`config.mk`:
```
export PLATFORM = sky130hd
export DESIGN_NAME = restoring_divider
export DESIGN_NICKNAME = d
export VERILOG_FILES = /design/src/rtl/restoring_divider.sv
export SDC_FILE = /design/constraint.sdc
export NUM_CORES = 1
export LEC_CHECK = 0
export CORE_ASPECT_RATIO = 0.8
export CORE_MARGIN = 2
export CORE_UTILIZATION = 60
export DETAILED_ROUTE_END_ITERATION = 10
export DONT_BUFFER_PORTS = 1
export PLACE_DENSITY_LB_ADDON = 0.12
export SKIP_CTS_REPAIR_TIMING = 1
export SYNTH_ARGS = -nofsm -noshare
export SYNTH_HDL_FRONTEND = slang
export SYNTH_SLANG_ARGS = --single-unit
```
`constraint.sdc`:
```
create_clock -name clock -period 2.3 [get_ports clock]
set_input_delay 0.115 -clock clock [delete_from_list [all_inputs] [get_ports clock]]
set_output_delay 0.115 -clock clock [all_outputs]
set_load 0.03 [all_outputs]
```
`src/rtl/restoring_divider.sv`:
```
// Unsigned N-bit restoring divider with start/done handshake, one quotient bit per cycle.
// Optional build macro DIVIDER_ZERO_BYPASS_EN: a zero divisor skips RUN and completes one cycle after start.
module restoring_divider #(
  parameter int N = 4
) (
  input  logic         clock,
  input  logic         n_reset,
  input  logic         start,
  input  logic [N-1:0] dividend,
  input  logic [N-1:0] divisor,
  output logic         busy,
  output logic         done,
  output logic [N-1:0] quotient,
  output logic [N-1:0] remainder,
  output logic         div_by_zero
);

  localparam int CW = $clog2(N + 1);
  localparam logic [CW-1:0] CNT_INIT = CW'(N);
  localparam logic [CW-1:0] CNT_LAST = CW'(1);

  typedef enum logic [1:0] {S_IDLE, S_RUN, S_DONE} state_t;

  state_t        state_q;
  logic [N:0]    a_q;
  logic [N-1:0]  q_q, m_q;
  logic [CW-1:0] cnt_q;
  logic          zero_q;
  logic          busy_q, done_q, dbz_q;
  logic [N-1:0]  quot_q, rem_q;

  // One restoring iteration: shift {a,q}, trial-subtract m, keep or restore.
  logic [N:0]   a_sh, t;
  logic [N:0]   a_d;
  logic [N-1:0] q_d;

  always_comb begin
    a_sh = {a_q[N-1:0], q_q[N-1]};
    t    = a_sh - {1'b0, m_q};
    a_d  = t[N] ? a_sh : t;
    q_d  = {q_q[N-2:0], ~t[N]};
  end

  always_ff @(posedge clock or negedge n_reset) begin
    if (!n_reset) begin
      state_q <= S_IDLE;
      a_q     <= '0;
      q_q     <= '0;
      m_q     <= '0;
      cnt_q   <= '0;
      zero_q  <= 1'b0;
      busy_q  <= 1'b0;
      done_q  <= 1'b0;
      dbz_q   <= 1'b0;
      quot_q  <= '0;
      rem_q   <= '0;
    end else begin
      done_q <= 1'b0;
      case (state_q)
        S_IDLE: begin
          if (start) begin
            a_q    <= '0;
            q_q    <= dividend;
            m_q    <= divisor;
            cnt_q  <= CNT_INIT;
            zero_q <= (divisor == '0);
            busy_q <= 1'b1;
`ifdef DIVIDER_ZERO_BYPASS_EN
            if (divisor == '0) begin
              state_q <= S_DONE;
              done_q  <= 1'b1;
              quot_q  <= '1;
              rem_q   <= dividend;
              dbz_q   <= 1'b1;
            end else begin
              state_q <= S_RUN;
            end
`else
            state_q <= S_RUN;
`endif
          end
        end
        S_RUN: begin
          a_q   <= a_d;
          q_q   <= q_d;
          cnt_q <= cnt_q - CW'(1);
          // Results are captured from the final iteration so they appear together with done.
          if (cnt_q == CNT_LAST) begin
            state_q <= S_DONE;
            done_q  <= 1'b1;
            quot_q  <= q_d;
            rem_q   <= a_d[N-1:0];
            dbz_q   <= zero_q;
          end
        end
        S_DONE: begin
          state_q <= S_IDLE;
          busy_q  <= 1'b0;
        end
        default: begin
          state_q <= S_IDLE;
          busy_q  <= 1'b0;
        end
      endcase
    end
  end

  assign busy        = busy_q;
  assign done        = done_q;
  assign quotient    = quot_q;
  assign remainder   = rem_q;
  assign div_by_zero = dbz_q;

endmodule

```
======== After elaboration in Yosys (flattened, before gate mapping) ========
Cells that the tools add are included.
storage, ports and cells
  output and inout port bits .............. 11
  word-level logic and storage cells ...... 41
  bits in registers ....................... 29
  input port bits ......................... 11
cells by class
  reductions and logical operators ........ 8
  bitwise gates (word level) .............. 2
  eq/ne operators ......................... 4
  multiplexer cells ....................... 14
  add/sub/neg operators ................... 2
operator list
  operator                                              count
  case mux 4 bit (2 select lines)                       2
  2-to-1 mux 4 bit                                      3
  AND reduction 2 bit                                   5
  case mux 3 bit (2 select lines)                       1
  subtractor 5 x 4 -> 5 bit                             1
  zero test 4 bit                                       1
  2-to-1 mux 2 bit                                      2
  != test 2 bit (second input constant)                 2
  case mux 2 bit (2 select lines)                       1
  equality test 3 x 1 -> 1 bit (second input constant)  1
  2-to-1 mux 1 bit                                      3
  2-to-1 mux 3 bit                                      1
  subtractor 3 x 1 -> 3 bit (second input constant)     1
  equality test 2 x 1 -> 1 bit (second input constant)  1
  zero test 2 bit                                       1
  inverter 1 bit                                        2
  case mux 1 bit (2 select lines)                       1
  nonzero test 2 bit                                    1

======== Logic depth before layout (Yosys ltp) ========
  depth in word-level cells ............... 3
  mapped depth ............................ 8
  gate-level depth less buffers ........... 8

======== Least setup slack after synthesis ========
OpenSTA, ideal clock, no wires.
  kind .................................... register to register
  from .................................... register q_q[3]
  to ...................................... register a_q[0]
  buffers on the path ..................... 0
  data required time ...................... 2.208 ns
  setup slack ............................. 0.314 ns
  clock period less this slack ............ 1.986 ns
  arrival ................................. 1.894 ns
  cell stages (with the launch flop) ...... 9
  cells stage by stage .................... dfrtp_1 > inv_1 > ha_1 > inv_1 > fa_1 > a211oi_2 > o21ai_2 > and3_4 > o31ai_2
between the ends
  word-level cells in the longest chain between the ends .. 3
RTL lines
  item                                 RTL line  RTL
  from (decl)                          26        logic [N-1:0] q_q, m_q;
  from (signal assigned)               63        q_q <= dividend;
  from (signal assigned)               85        q_q <= q_d;
  subtractor 5 x 4 -> 5 bit            39        t = a_sh - {1'b0, m_q};
  2-to-1 mux 4 bit (*)                 40        a_d = t[N] ? a_sh : t;
  case mux 4 bit (2 select lines) (*)  59        case (state_q)
  to (signal assigned)                 47        a_q <= '0;
  to (signal assigned)                 62        a_q <= '0;
  to (signal assigned)                 84        a_q <= a_d;
  to (decl)                            25        logic [N:0] a_q;
Every way passes the cells marked *; elsewhere a longest branch is shown, timed or not.
A chain may end at the register's enable or synchronous reset.

======== Worst setup path after layout ========
  from .................................... register q_q[3]
  to ...................................... register a_q[2]
between the ends
  word-level cells in the longest chain between the ends .. 3
RTL lines
  item                             RTL line
  subtractor 5 x 4 -> 5 bit        39
  2-to-1 mux 4 bit                 40
  case mux 4 bit (2 select lines)  59
No other way between the ends.

==> results.rst <==
.. list-table::
   :header-rows: 1

   * - Metric
     - Value
   * - Outcome
     - finished clean
   * - Most frequent cell on the critical path
     - inv_1
   * - Global-route wire length before repair
     - 5.271 mm
   * - First-pass iteration count of the detailed router
     - 4
   * - Yosys warnings
     - 0
   * - Worst supply voltage drop on vdd
     - 0.0008239 V
   * - Post-route standard cell area excluding fillers
     - 0.001719 sq mm
   * - Syn_area_per_cell
     - 9.257 sq um
   * - Worst clock skew
     - 0.008826 ns
   * - Maximum achievable frequency
     - 481.0 MHz
   * - Fraction of layout cells with a size suffix above 1
     - 0.1257
   * - Number of antenna violations at the first check in global routing
     - 0
   * - Area after DPL
     - 0.001544 sq mm
   * - 1st-iter DRT viols
     - 49
   * - Core Footprint
     - 0.002422 sq mm
   * - Final hold violations
     - 0
   * - Largest fanout of any net on the critical path
     - 6
   * - Area occupied by multi-input gates
     - 738.2 sq um
   * - Number of instances in the synthesized netlist
     - 163
   * - Utilization after layout
     - 0.7097
   * - IO buf count
     - 0
   * - Post-synthesis sequential area ratio
     - 0.4809
   * - Clock latency on the worst-skew pair
     - 0.32 ns
   * - Nets
     - 192
   * - Category of the critical setup timing path
     - reg2reg
   * - Total wire length
     - 3.161 mm
   * - Most instantiated cells after synthesis
     - 37 x nand2_1, 29 x dfrtp_1, 14 x inv_1
   * - Hold path endpoint
     - zero_q$_DFFE_PN0P_
   * - Register-to-register path setup slack
     - 0.22 ns
   * - Worst hold path class
     - in2reg
   * - Logic depth of the worst setup path including buffers
     - 8
   * - Critical Path Start Type
     - register
   * - Summed negative setup slack over all endpoints
     - 0 ns
   * - Count of cells along the worst hold path
     - 2
   * - Most frequently used cell type in the post-synthesis netlist
     - nand2_1
   * - Number of global-route vias before repair
     - 1,159
   * - Nets in the synthesized netlist
     - 181
   * - Data arrival at the endpoint of the critical path
     - 2.27 ns
   * - Starting density of the core
     - 0.6229
   * - Critical path cell sequence
     - inv_1 > ha_1 > inv_1 > fa_2 > a211oi_4 > o21ai_2 > a21oi_1 > o31ai_1
   * - RSZ-0062 raised after global routing
     - false
   * - Number of fill cells
     - 191
   * - Synthesized area
     - 0.001509 sq mm
   * - TritonCTS clock tree
     - yes
   * - Startpoint of the tightest hold check path
     - divisor[2]
   * - Inserted Clock Buffers
     - 5
   * - Clock edge transition at the registers on the reported setup and hold paths
     - 0.09 ns
   * - Cell depth of the worst flop-to-flop path
     - 8
   * - Crit Reg-Reg Endpoint
     - a_q[2]$_DFFE_PN0P_
   * - Number of rows in the core area
     - 16
   * - Number of setup violations in the final report
     - 0
   * - Total of max-cap violations
     - 0
   * - Global placement routability congestion
     - 0.9478
   * - Post-synth ARST share
     - 1.000
   * - Total overflow reported by the global router
     - 0
   * - Synthesis-to-finish area growth
     - 13.93%
   * - Areal power density over the cells
     - 1729 mW/mm^2
   * - Largest net degree at the start of global routing
     - 30
   * - Worst setup path start
     - q_q[3]$_DFFE_PN0P_
   * - Width of the die
     - 60.07 microns
   * - Critical path's top delay family
     - compound AO/OA/AOI/OAI gates
   * - Synth area leader
     - dfrtp_1
   * - Clock root buffer master
     - clkbuf_4
   * - Final-report max-slew violation count
     - 0
   * - Buffer levels on the longest clock path
     - 2
   * - Post-route minimum period
     - 2.079 ns
   * - Post-route fraction of the period consumed by the critical path
     - 0.9039
   * - Total routing usage reported by global routing
     - 0.2408
   * - CP max stage delay
     - 0.41 ns
   * - Die H
     - 48.86 microns
   * - Slowest cell on crit path
     - dfrtp_1
   * - Number of antenna cells inserted
     - 0
   * - DRC
     - 0
   * - Total leakage power
     - 0.7964 nW
   * - H-tree levels
     - 2
   * - Most frequently used flop master after synthesis
     - dfrtp_1
   * - Rel. slew slack
     - 0.5530
   * - Crit Reg-Reg Startpoint
     - q_q[3]$_DFFE_PN0P_
   * - Worst EP required
     - 2.49 ns
   * - Total clock sinks
     - 29
   * - Via density per instance
     - 5.763
   * - Critical path buffers and inverters
     - 2
   * - Distinct cell type count after synthesis
     - 41
   * - Seq cells post-synth
     - 29
   * - Crit end category
     - register
   * - Slew at the pin closest to its max-slew limit
     - 0.6691 ns
   * - I/O Pins
     - 22
   * - Area enclosed by the die boundary
     - 0.002935 sq mm
   * - Vias post-DR
     - 1,216
   * - Biggest area contributors in the synthesized netlist
     - dfrtp_1 48%, nand2_1 9.2%, ha_1 5.0%
   * - Average routed wire per standard cell
     - 14.98 microns
   * - HPWL after detailed placement
     - 2.286 mm
   * - Remaining number of nets flagged by the antenna check after routing
     - 0
   * - EDFF count, synth
     - 0
   * - Footprint of the flip-flops and latches
     - 725.7 sq um
   * - Area share of the largest cell type after synthesis
     - 0.4809
-- where the power goes --
| group | internal (W) | switching [W] |
|---|---|---|
| combinational | 0.000633 | 0.000879 |
| clock | 0.000177 | 0.000171 |
| sequential | 0.000743 | 0.000370 |
-- sequential cells by signal, summed over array words and instances, names as in the netlist, 2 cells and up --
signal     flops
a_q            4
state_q        2
q_q            4
cnt_q          3
quotient       4
m_q            4
remainder      4
-- cell type report --
cell class,instances,area share
Sequential cell,29,0.4221
Timing Repair Buffer,8,0.05095
Inverter,14,0.03057
Multi-Input combinational cell,116,0.4294
Tap cell,36,0.02620
Clock buffer,7,0.03785
Clock inverter,1,0.002911
-- routing by layer --
metal | part of all wire | routed length, microns | GRT usage
met1 | 0.47 | 1487 | 0.3454
met5 | 0 | 0 | 0
met3 | 0.055 | 174 | 0.08488
met4 | 0.0095 | 30 | 0.05556
met2 | 0.46 | 1469 | 0.3496
-- cells in the final DEF, fill, tap and decap left out, types with 2 or more instances in the layout --
cell	n
nand2_1	36
dfrtp_1	29
inv_1	14
o21ai_0	11
nor2_1	7
a21oi_1	7
ha_1	6
dlygate4sd3_1	6
o22ai_1	5
clkbuf_4	5
o31ai_1	3
nor2b_1	3
a21o_1	2
a21oi_2	2
nor3_1	2
a31oi_1	2
o31ai_2	2
a211oi_1	2
a311oi_1	2
clkbuf_8	2
-- worst max path at each step --
| stage | endpoint | slack [ns] |
|---|---|---|
| finish | a_q[2]$_DFFE_PN0P_ | 0.22 |
| global route | a_q[2]$_DFFE_PN0P_ | 0.04 |
| CTS | a_q[2]$_DFFE_PN0P_ | 0.09 |
| detailed placement | a_q[2]$_DFFE_PN0P_ | 0.13 |
| global placement | a_q[3]$_DFFE_PN0P_ | 0.22 |
| floorplan | a_q[0]$_DFFE_PN0P_ | 0.31 |
-- worst reg2reg max path, cell delays in order, from the launching register on --
cell and delay (ns):
dfrtp_1 0.41, inv_1 0.08, ha_1 0.17, inv_1 0.06, fa_2 0.38, a211oi_4 0.32
o21ai_2 0.16, a21oi_1 0.25, o31ai_1 0.11
-- kinds of logic after synthesis --
family,share of synthesized area
AND/OR/NAND/NOR,0.1816
AO/OA/AOI/OAI,0.2222
flip-flops,0.4809
buffers and inverters,0.04644
adder cells (fa/ha/maj),0.06302
XOR/XNOR,0.005805
-- through the flow --
stage | cells | setup slack [ns] | hold slack, ns | power (W)
2_1_floorplan | 163 | 0.3145 | -0.1806 | 0.002200
3_3_place_gp | 196 | 0.2177 | -0.1801 | 0.002452
3_5_place_dp | 196 | 0.1282 | -0.1800 | 0.002507
4_1_cts | 204 | 0.08947 | -0.5419 | 0.002865
5_1_grt | 211 | 0.04419 | 0.01093 | 0.003247
6_report | 211 | 0.2209 | 0.004136 | 0.002973
(Power assumes the default switching activity.)
